[src/rtl/cc_frame_scheduler.sv]
// Frame sequencer for the ColorChord output chain: decimated DFT read pulses trigger one
// NoteFinder -> LinearVisualizer -> LEDDriver2 pass, with per-stage watchdogs and drop counting.
module cc_frame_scheduler #(
  parameter int DECIM       = 1,
  parameter int START_DELAY = 4,
  parameter int TIMEOUT_W   = 24,
  parameter int DROP_W      = 16
) (
  input  logic              clk,
  input  logic              rst,
  input  logic              enable_i,
  input  logic              sample_read_i,
  input  logic              nf_finished_i,
  input  logic              lv_valid_i,
  input  logic              led_done_i,
  output logic              nf_start_o,
  output logic              lv_start_o,
  output logic              led_start_o,
  output logic              busy_o,
  output logic [2:0]        stage_o,
  output logic              timeout_err_o,
  output logic [DROP_W-1:0] drop_count_o,
  output logic [DROP_W-1:0] frame_count_o
);
  localparam int DEC_W = (DECIM > 1) ? $clog2(DECIM) : 1;
  localparam int DLY_W = (START_DELAY > 1) ? $clog2(START_DELAY) : 1;
  localparam logic [DEC_W-1:0]     DEC_LAST = DEC_W'(DECIM - 1);
  localparam logic [DLY_W-1:0]     DLY_LAST = DLY_W'(START_DELAY - 1);
  // Timeout is taken on the edge where the watchdog becomes all-ones.
  localparam logic [TIMEOUT_W-1:0] WD_LAST  = {TIMEOUT_W{1'b1}} - 1'b1;

  typedef enum logic [2:0] {
    S_IDLE  = 3'd0,
    S_DELAY = 3'd1,
    S_NF    = 3'd2,
    S_LV    = 3'd3,
    S_LED   = 3'd4
  } state_t;

  state_t               state_q, state_d;
  logic [DEC_W-1:0]     dec_q, dec_d;
  logic [DLY_W-1:0]     dly_q, dly_d;
  logic [TIMEOUT_W-1:0] wdog_q, wdog_d;
  logic                 nf_q, nf_d, lv_q, lv_d, led_q, led_d;
  logic                 tmo_q, tmo_d;
  logic [DROP_W-1:0]    drop_q, drop_d, frame_q, frame_d;
  logic                 trig, wd_hit;

  always_comb begin
    trig    = enable_i && sample_read_i && (dec_q == DEC_LAST);
    wd_hit  = (wdog_q == WD_LAST);
    dec_d   = dec_q;
    state_d = state_q;
    dly_d   = dly_q;
    wdog_d  = wdog_q;
    nf_d    = 1'b0;
    lv_d    = 1'b0;
    led_d   = 1'b0;
    tmo_d   = tmo_q;
    drop_d  = drop_q;
    frame_d = frame_q;

    if (enable_i && sample_read_i)
      dec_d = (dec_q == DEC_LAST) ? '0 : dec_q + 1'b1;
    // Only a registered IDLE accepts; anything else is a drop.
    if (trig && state_q != S_IDLE && drop_q != {DROP_W{1'b1}})
      drop_d = drop_q + 1'b1;

    case (state_q)
      S_IDLE: begin
        if (trig) begin
          state_d = S_DELAY;
          dly_d   = '0;
        end
      end
      S_DELAY: begin
        if (dly_q == DLY_LAST) begin
          state_d = S_NF;
          nf_d    = 1'b1;
        end else begin
          dly_d = dly_q + 1'b1;
        end
      end
      S_NF: begin
        wdog_d = wdog_q + 1'b1;
        if (nf_finished_i) begin
          state_d = S_LV;
          lv_d    = 1'b1;
        end else if (wd_hit) begin
          state_d = S_IDLE;
          tmo_d   = 1'b1;
        end
      end
      S_LV: begin
        wdog_d = wdog_q + 1'b1;
        if (lv_valid_i) begin
          state_d = S_LED;
          led_d   = 1'b1;
        end else if (wd_hit) begin
          state_d = S_IDLE;
          tmo_d   = 1'b1;
        end
      end
      S_LED: begin
        wdog_d = wdog_q + 1'b1;
        if (led_done_i) begin
          state_d = S_IDLE;
          frame_d = frame_q + 1'b1;
        end else if (wd_hit) begin
          state_d = S_IDLE;
          tmo_d   = 1'b1;
        end
      end
      default: state_d = S_IDLE;
    endcase

    if (state_d != state_q)
      wdog_d = '0;
  end

  always_ff @(posedge clk) begin
    if (rst) begin
      state_q <= S_IDLE;
      dec_q   <= '0;
      dly_q   <= '0;
      wdog_q  <= '0;
      nf_q    <= 1'b0;
      lv_q    <= 1'b0;
      led_q   <= 1'b0;
      tmo_q   <= 1'b0;
      drop_q  <= '0;
      frame_q <= '0;
    end else begin
      state_q <= state_d;
      dec_q   <= dec_d;
      dly_q   <= dly_d;
      wdog_q  <= wdog_d;
      nf_q    <= nf_d;
      lv_q    <= lv_d;
      led_q   <= led_d;
      tmo_q   <= tmo_d;
      drop_q  <= drop_d;
      frame_q <= frame_d;
    end
  end

  assign nf_start_o    = nf_q;
  assign lv_start_o    = lv_q;
  assign led_start_o   = led_q;
  assign busy_o        = (state_q != S_IDLE);
  assign stage_o       = state_q;
  assign timeout_err_o = tmo_q;
  assign drop_count_o  = drop_q;
  assign frame_count_o = frame_q;
endmodule
[config.mk]
export PLATFORM = sky130hd
export DESIGN_NAME = cc_frame_scheduler
export DESIGN_NICKNAME = d
export VERILOG_FILES = /design/src/rtl/cc_frame_scheduler.sv
export SDC_FILE = /design/constraint.sdc
export NUM_CORES = 1
export LEC_CHECK = 0
export CORE_MARGIN = 2
export CORE_UTILIZATION = 54
export CTS_CLUSTER_DIAMETER = 50
export DETAILED_ROUTE_END_ITERATION = 12
export PLACE_DENSITY = 0.9
export SYNTH_ARGS = -nofsm -noshare
export SYNTH_HDL_FRONTEND = slang
export SYNTH_SLANG_ARGS = --single-unit
[constraint.sdc]
create_clock -name clk -period 2.9 [get_ports clk]
set_clock_uncertainty 0.2 [all_clocks]
set_input_delay 0.435 -clock clk [delete_from_list [all_inputs] [get_ports clk]]
set_output_delay 0.435 -clock clk [all_outputs]
set_load 0.01 [all_outputs]
==> results of run 1 <==
==> worst max path at each step <==
stage	startpoint	to	slack, ns	cells after the start
4_1_cts	stage_o[0]$_SDFF_PP0_	wdog_q[19]$_SDFFE_PP0P_	0.45	5
3_3_place_gp	led_done_i	frame_count_o[15]$_SDFFE_PP0P_	0.37	7
6_report	stage_o[0]$_SDFF_PP0_	wdog_q[19]$_SDFFE_PP0P_	0.45	5
3_5_place_dp	sample_read_i	drop_count_o[13]$_SDFFE_PP0P_	0.34	6
2_1_floorplan	stage_o[1]$_SDFF_PP0_	wdog_q[19]$_SDFFE_PP0P_	0.76	7
5_1_grt	stage_o[0]$_SDFF_PP0_	wdog_q[18]$_SDFFE_PP0P_	0.30	5
==> synthesized netlist by cell type <==
library cell / count / share of area [%]
a2111oi_2: 1 / 0.48
a2111oi_4: 2 / 1.8
a211oi_1: 3 / 0.72
a21oi_1: 10 / 1.6
a31oi_1: 2 / 0.40
and2_1: 4 / 0.80
and3_1: 6 / 1.2
and4_1: 8 / 2.2
buf_2: 4 / 0.64
buf_6: 3 / 1.1
clkbuf_1: 14 / 1.7
dfxtp_1: 65 / 42
ha_1: 5 / 2.0
inv_1: 7 / 0.84
mux2i_1: 2 / 0.64
nand2_1: 23 / 2.8
nand2b_1: 3 / 0.60
nand3_1: 25 / 4.0
nand3b_1: 2 / 0.48
nand4_1: 18 / 3.6
nor2_1: 64 / 7.7
nor3_1: 12 / 1.9
nor3b_1: 1 / 0.24
nor4_1: 6 / 1.2
nor4_2: 2 / 0.80
nor4bb_1: 1 / 0.32
o21ai_0: 9 / 1.4
o311ai_1: 1 / 0.28
o311ai_4: 1 / 0.84
o31ai_1: 1 / 0.24
or3_1: 5 / 1.0
or3b_1: 2 / 0.56
xnor2_1: 24 / 6.7
xor2_1: 27 / 7.6
==> logic make-up after synthesis <==
kind of cell | Yosys count | synth area share, %
buffers and inverters | 28 | 4.24
xor gates and xnor gates | 51 | 14.3
muxes | 2 | 0.641
adders and majority gates | 5 | 2.00
AOI/OAI and AO/OA | 30 | 7.77
and+or+nand+nor | 182 | 29.4
DFF | 65 | 41.6
==> stage by stage <==
| stage | hold WS [ns] | cells |
|---|---|---|
| after floorplan | 0.236 | 363 |
| after global placement | 0.245 | 470 |
| after detailed placement | 0.253 | 470 |
| after CTS | 0.288 | 486 |
| after global routing | 0.300 | 486 |
| final | 0.289 | 486 |
==> final cells by class <==
| type | count | area share [%] |
|---|---|---|
| Clock buffer | 10 | 3.55 |
| Clock inverter | 6 | 2.36 |
| Inverter | 7 | 0.678 |
| Multi-Input combinational cell | 270 | 43.7 |
| Sequential cell | 65 | 33.6 |
| Tap cell | 72 | 2.33 |
| Timing Repair Buffer | 56 | 13.8 |
==> state kept, by name (all words and copies together) (netlist names) <==
| name | flops |
|---|---|
| wdog_q | 24 |
| drop_count_o | 16 |
| frame_count_o | 16 |
| stage_o | 3 |
| dly_q | 2 |
| led_start_o | 1 |
| lv_start_o | 1 |
| nf_start_o | 1 |
| timeout_err_o | 1 |
==> critical path, stage by stage, from the launching register on <==
cell and delay, ns:
dfxtp_1 0.47, or3b_1 0.58, a2111oi_4 0.65, nand4_1 0.19, xor2_1 0.18, nor2_1 0.06
==> report_power, final <==
part / total [uW] / internal [uW] / switching [uW]
Clock: 875 / 510 / 365
Sequential: 901 / 895 / 6.16
Combinational: 62.6 / 25.8 / 36.7
Total: 1840 / 1430 / 408
==> cell usage in the layout, fill, tap and decap left out, types with 2 or more instances in the layout <==
| master | n |
|---|---|
| bufinv_16 | 2 |
| and4_1 | 8 |
| and3_1 | 6 |
| nor3_1 | 12 |
| nor2_1 | 64 |
| nand3_1 | 25 |
| clkbuf_8 | 10 |
| clkdlybuf4s50_1 | 46 |
| or3b_1 | 2 |
| xnor2_1 | 24 |
| buf_4 | 10 |
| clkinv_4 | 3 |
| xor2_1 | 27 |
| a211oi_1 | 3 |
| and2_1 | 4 |
| a21oi_1 | 10 |
| inv_1 | 7 |
| nand4_1 | 18 |
| a2111oi_4 | 2 |
| a31oi_1 | 2 |
| nand2b_1 | 3 |
| o21ai_0 | 9 |
| mux2i_1 | 2 |
| dfxtp_1 | 65 |
| or3_1 | 5 |
| nand2_1 | 23 |
| nor4_1 | 6 |
| nand3b_1 | 2 |
| nor4_2 | 2 |
| ha_1 | 5 |
==> metal layers <==
| metal | share of wire (%) | routed length, microns |
|---|---|---|
| met5 | 0 | 0 |
| met4 | 1.9 | 134 |
| met3 | 4.7 | 329 |
| met2 | 51 | 3550 |
| met1 | 42 | 2930 |
==> metrics.txt, run 1 <==
met1 usage=26.7%; DR pass1 iterations=4; crit end category=flop; Nets=421; grt met3 use=4.49%; Die ar.=6410 sq um; WHS Endpoint=dly_q[1]$_SDFFE_PP0P_; # rows=27; Setup TNS=0 ns; gr busiest metal=met2; CTS sink count=65; DP Area=3640 sq um; post-DP HPWL=4.77 mm; CP max FO=18; number of distinct library cells after synthesis=34; H-tree levels=3; DRT antenna net count=0; RSZ-0062 raised after global routing=no; Clk Tree Root Cell=clkbuf_8; Syn. warnings=0; Max-Slew Margin vs Limit=38.7%; pin count of the biggest net entering global routing=34; synthesized area per cell=8.61 sq um; final std cell area, no fill=3870 sq um; detailed router's first-iteration violation count=148; Routed WL per cell=14.3 microns; Synth-to-Final Area Change=23.9%; CP Launch Type=flop; Multi-input gate area=1690 sq um; Worst-Skew Late Latency=0.35 ns; outcome=completed; Port-buffer cells=46; Setup WS pre-CTS=0.337 ns; CP Class=reg -> reg; worst vdd ir=359 uV; register area share after synthesis=41.6%; GPL Wtd Cong=0.863; r2r setup slk=0.45 ns; final setup fails=0; fillers=416; initial core utilization=56.4%; CTS buffer count=9; Synth Cell Area=3130 sq um; routed vias/inst=5.67; grt total ovfl=0; initial antenna violation count=0; RR Endpoint=wdog_q[19]$_SDFFE_PP0P_; Post-CTS Hold Buffers=0; ANT cells=0; routed vias=2754; Placeable Area=5540 sq um; max_cap viols=0; Worst Path Required=2.94 ns; clk buf depth=2; Die X=80.1 microns; Seq cells post-synth=65; FMAX=408 MHz; hold_sp=dly_q[1]$_SDFFE_PP0P_; CTS tree=yes; Mapped Cells=363; CP arrival=2.49 ns; IO Count=47; Hold Crit Depth=2; layout cells sized above 1=7.73%; fin util=69.9%; Residual DRC=0; vias in the first global route=2533; Routed WL=6.94 mm; Worst Tran Pin Value=0.905 ns; GRT Total Usage=23.0%; FF-to-FF Start=stage_o[0]$_SDFF_PP0_; Final Critical Period=2.45 ns; Post-CTS Resized=0; clk slew on worst S/H paths=0.07 ns; Final WS setup=0.449 ns; die height=80.1 microns; reg2reg path depth=5; worst min path class=reg -> reg; register area=1300 sq um; leakage=0.00134 uW; first-pass GRT wire length=11.5 mm; Final Slew Violations=0; Final Cycle Share=84.5%; M2 GR Usage=40.6%; number of post-CTS setup repair buffers=0; Final Hold Viols=0; Power Dens Cells=475 nW/um^2; total power=1840 uW; Mapped Nets=375
No activity file was read; power rests on OpenSTA's default activity.
==> run 2: changes to the inputs <==
clock period = 2.32 ns   (was 2.9 ns; I/O delays follow)
==> run 2 against run 1 <==
Clock power up 21%; routed wire length up 0.36%; core utilization up 1.4 points; first-iteration DRC count up 8.8%; total power up 24%; critical path depth down 2; global-route usage down 0.058 points; sequential power up 24%; critical path type is now reg -> out; largest power group unchanged; highest routed layer unchanged.
==> metrics.txt, run 2 (synthesized netlist as in run 1, its figures left out) <==
grt total ovfl=0 (unchanged); CTS buffer count=9 (unchanged); Die X=80.1 microns (unchanged); Layout Cells excl Fill=493 (+1.4%); slowest stage cell, crit path=clkdlybuf4s50_1; Placeable Area=5540 sq um (unchanged); Nets=429 (+1.9%); clk slew on worst S/H paths=0.07 ns (about the same); leakage=0.00137 uW (+2.5%); crit end category=output pin; GPL Wtd Cong=0.824 (-4.5%); worst vdd ir=538 uV (+50%); CP max FO=18 (unchanged); Synth-to-Final Area Change=26.3%; H-tree levels=3 (unchanged); Clk Tree Root Cell=clkbuf_8; initial antenna violation count=0 (unchanged); DR pass1 iterations=5 (+1); CP top delay family=buffers and inverters; CP Cell Sequence=buf_4 > or3_1 > clkdlybuf4s50_1; Final Critical Period=2.26 ns; Max-Slew Margin vs Limit=59.9% (+21 points); max_cap viols=0 (unchanged); Final Slew Violations=0 (unchanged); worst min path class=reg -> reg; IO Count=47 (unchanged); outcome=completed; CP Launch Type=flop; number of post-CTS setup repair buffers=0 (unchanged); register name with the most flops=wdog_q; CTS sink count=65 (unchanged); slowest stage delay, CP=0.48 ns (-0.17 ns); Worst Path Required=1.77 ns (-1.17 ns); Min Hold Slack=0.258 ns (-0.0313 ns); Worst Tran Pin Value=0.596 ns (-0.309 ns); Routed WL per cell=14.1 microns (-1.1%); initial core utilization=56.4% (unchanged); Final Cycle Share=97.2%; CTS tree=yes; total power=2280 uW (+24%); placed insts=478 (+1.7%); fillers=424 (+1.9%); ANT cells=0 (unchanged); Final Hold Viols=0 (unchanged); Power Dens Cells=577 nW/um^2 (+22%); GRT Total Usage=22.9% (-0.058 points); vias in the first global route=2582 (+1.9%); DRT antenna net count=0 (unchanged); clk buf depth=2 (unchanged); Post-CTS Hold Buffers=0 (unchanged); routed vias/inst=5.59 (-1.3%); # rows=27 (unchanged); final setup fails=0 (unchanged); Residual DRC=0 (unchanged); pin count of the biggest net entering global routing=34 (unchanged); Worst Path Buf+Inv=2 (+2); post-DP HPWL=4.70 mm (-1.4%); Post-CTS Resized=0 (unchanged); CP Class=reg -> out; Worst-Skew Late Latency=0.35 ns (about the same); Port-buffer cells=46 (unchanged); first-pass GRT wire length=11.7 mm (+2.4%); die height=80.1 microns (unchanged); detailed router's first-iteration violation count=161 (+8.8%); CP arrival=1.71 ns (-0.78 ns); routed vias=2758 (+0.15%); Die ar.=6410 sq um (unchanged); layout cells sized above 1=9.50% (+1.8 points); number of flip-flops in the largest register=24 (unchanged); Routed WL=6.97 mm (+0.36%); most common cell after layout, fill and taps aside=dfxtp_1; most frequent cells in the layout=dfxtp_1 (65), nor2_1 (64), clkdlybuf4s50_1 (46), xor2_1 (27), nand3_1 (25); FMAX=443 MHz; RSZ-0062 raised after global routing=no
## run 2: changes by cell type in the layout (fill, tap and decap cells not counted)
cell	previous run	this run
a2111oi_2	1	0
a2111oi_4	2	3
and4_1	8	7
and4_2	0	1
buf_12	0	1
buf_4	10	17
clkinv_4	3	0
clkinvlp_4	0	2
## run 2: layer usage
metal	track usage, %	wire [microns]
met1	27.5	2970
met2	39.9	3450
met3	4.27	420
met4	9.83	133
met5	0	0
## run 2: worst min-delay path, stage by stage, from the launching register on
cell     delay, ns
dfxtp_1       0.31
nand2_1       0.05
a21oi_1       0.05
## run 2: path summary, 6_finish.rpt
| kind | end | cells past startpoint | slack, ns | start |
|---|---|---|---|---|
| worst min register to register | dly_q[1]$_SDFFE_PP0P_ | 2 | 0.26 | dly_q[1]$_SDFFE_PP0P_ |
| worst min-delay path | dly_q[1]$_SDFFE_PP0P_ | 2 | 0.26 | dly_q[1]$_SDFFE_PP0P_ |
| worst max-delay path | busy_o | 3 | 0.06 | stage_o[1]$_SDFF_PP0_ |
| worst max register to register | wdog_q[19]$_SDFFE_PP0P_ | 6 | 0.15 | stage_o[2]$_SDFF_PP0_ |
## run 2: cell type report
class	instances	area [sq um]	area share, %
timing repair buffer	64	608	15.4
multi-input combinational	270	1710	43.2
sequential	65	1300	33.0
tap	72	90.1	2.28
inverter	7	26.3	0.665
clock buffer	10	138	3.49
clock inverter	5	80.1	2.03
## run 2: metrics by stage
stage / setup WS [ns] / util (%) / TNS (ns) / instance area (sq um)
2_1_floorplan: 0.181 / - / 0 / 3130
3_3_place_gp: 0.0147 / 67.1 / 0 / 3720
4_1_cts: 0.0678 / 71.0 / 0 / 3940
5_1_grt: 0.00515 / 71.3 / 0 / 3950
3_5_place_dp: -0.0316 / 67.1 / -0.0604 / 3720
6_report: 0.0648 / 71.3 / 0 / 3950
## run 2: where the power goes
group	internal (uW)	switching, uW
Clock	626	437
Sequential	1120	3.18
Combinational	42.4	51.5
Total	1790	492
==> run 3: changes to the inputs <==
CORE_ASPECT_RATIO = 1.1   (was default)
==> run 3 against run 2 <==
Clock power down 13%; via count up 0.25%; flip-flop and latch count unchanged; non-clock buffer count up 6; largest power group unchanged; global-route usage down 0.57 points; worst hold slack worse by 0.011 ns; final cell count up 2.4%; final area up 0.41%; highest routed layer unchanged; critical path depth unchanged; register-to-register slack worse by 0.02 ns.
==> metrics.txt, run 3 (synthesized netlist as in run 1, its figures left out) <==
outcome=completed; initial antenna violation count=0 (unchanged); worst min path class=reg -> reg; CP max FO=18 (unchanged); register name with the most flops=wdog_q; crit end category=output pin; ANT cells=0 (unchanged); Final Cycle Share=96.5% (-0.75 points); final setup fails=0 (unchanged); layout cells sized above 1=10.3% (+0.78 points); number of post-CTS setup repair buffers=0 (unchanged); Final Critical Period=2.24 ns (-0.0173 ns); total power=2140 uW (-5.9%); r2r setup slk=0.13 ns (-0.02 ns); GPL Wtd Cong=0.850 (+3.2%); fin util=69.6% (-1.7 points); Port-buffer cells=46 (unchanged); DRT antenna net count=0 (unchanged); RSZ-0062 raised after global routing=yes; Residual DRC=0 (unchanged); FF-to-FF Start=wdog_q[7]$_SDFFE_PP0P_; leakage=0.00140 uW (+2.5%); Worst Path Required=1.77 ns (about the same); CTS buffer count=9 (unchanged); Final Hold Viols=0 (unchanged); IO Count=47 (unchanged); slowest stage delay, CP=0.48 ns (about the same); Die ar.=6410 sq um (about the same); most common cell after layout, fill and taps aside=dfxtp_1; crit path launch=stage_o[1]$_SDFF_PP0_; CP top delay family=buffers and inverters; Placeable Area=5700 sq um (+2.8%); post-DP HPWL=4.96 mm (+5.5%); detailed router's first-iteration violation count=89 (-45%); Clk Tree Root Cell=clkbuf_8; first-pass GRT wire length=11.6 mm (-1.0%); most frequent cells in the layout=dfxtp_1 (65), nor2_1 (64), clkdlybuf4s50_1 (46), xor2_1 (27), nand3_1 (25); CP Cell Sequence=buf_4 > or3_1 > clkdlybuf4s50_1; Max-Slew Margin vs Limit=62.5% (+2.6 points); Post-CTS Hold Buffers=0 (unchanged); slowest stage cell, crit path=clkdlybuf4s50_1; max_cap viols=0 (unchanged); Die X=76.5 microns (-4.4%); DR pass1 iterations=4 (-1); Setup TNS=0 ns (unchanged); Worst Path Buf+Inv=2 (unchanged); vias in the first global route=2673 (+3.5%); pin count of the biggest net entering global routing=28 (-18%); CP Class=reg -> out; H-tree levels=3 (unchanged); Worst Tran Pin Value=0.562 ns (-0.0335 ns); grt total ovfl=0 (unchanged); Nets=435 (+1.4%); die height=83.8 microns (+4.6%); fillers=430 (+1.4%); Routed WL=6.88 mm (-1.2%); Final WS setup=0.0821 ns (+0.0173 ns); Min Hold Slack=0.247 ns (-0.0112 ns); clk slew on worst S/H paths=0.06 ns (about the same); CP arrival=1.69 ns (-0.02 ns); Power Dens Cells=541 nW/um^2 (-6.3%); CTS tree=yes; worst vdd ir=653 uV (+21%); CP Launch Type=flop; Final Slew Violations=0 (unchanged); FMAX=447 MHz (+0.77%); routed vias/inst=5.48 (-2.1%); Synth-to-Final Area Change=26.9%; routed vias=2765 (+0.25%); Routed WL per cell=13.6 microns (-3.5%); Setup WS pre-CTS=0.00662 ns (+0.0383 ns); number of flip-flops in the largest register=24 (unchanged); GRT Total Usage=22.4% (-0.57 points); Worst-Skew Late Latency=0.35 ns (about the same); CTS sink count=65 (unchanged); hold_sp=timeout_err_o$_SDFFE_PP0P_; initial core utilization=54.9% (-1.5 points); # rows=29 (+7.4%); clk buf depth=2 (unchanged)
## run 3: worst paths after layout
| path | cells past startpoint | to |
|---|---|---|
| worst max-delay path | 3 | busy_o |
| worst min-delay path | 2 | timeout_err_o$_SDFFE_PP0P_ |
| worst max register to register | 6 | wdog_q[6]$_SDFFE_PP0P_ |
| worst min register to register | 2 | timeout_err_o$_SDFFE_PP0P_ |
## run 3: layer usage
| metal | vias to the layer above | GRT usage [%] | wire length, microns |
|---|---|---|---|
| met5 | - | 0 | 0 |
| met4 | 0 | 12.2 | 125 |
| met3 | 14 | 3.68 | 250 |
| met2 | 61 | 41.3 | 3670 |
| met1 | 1318 | 24.1 | 2840 |
| li1 | 1372 | - | - |
## run 3: power breakdown
group	total [uW]	switching, uW	internal, uW
combinational	98.8	54.8	44.0
sequential	1120	2.98	1120
clock	923	428	495
## run 3: area by class of cell
cell class                 instances  area (sq um)  area share [%]
timing repair buffer              70           653            16.5
inverter                           7          26.3           0.663
sequential                        65          1300            32.8
clock inverter                     5          56.3            1.42
tap                               77          96.3            2.43
clock buffer                      11           131            3.31
multi-input combinational        270          1700            42.9
## run 3: metrics by stage
stage          area (sq um)  instances
3_5_place_dp           3770        489
6_report               3970        505
4_1_cts                3970        505
2_1_floorplan          3130        363
3_3_place_gp           3770        489
5_1_grt                3970        505
## run 3: worst register-to-register path, stage by stage, from the launching register on
cell and delay (ns):
dfxtp_1 0.37, nand3_1 0.19, nor4_4 0.44, a2111oi_2 0.16
o311ai_4 0.46, buf_12 0.21, nor2_1 0.06
## run 3: what timing repair did
action,in CTS,in global routing
pin swaps,0,2
endpoints found under the hold margin,0,0
resized for setup,1,0
endpoints found under the setup margin,4,20
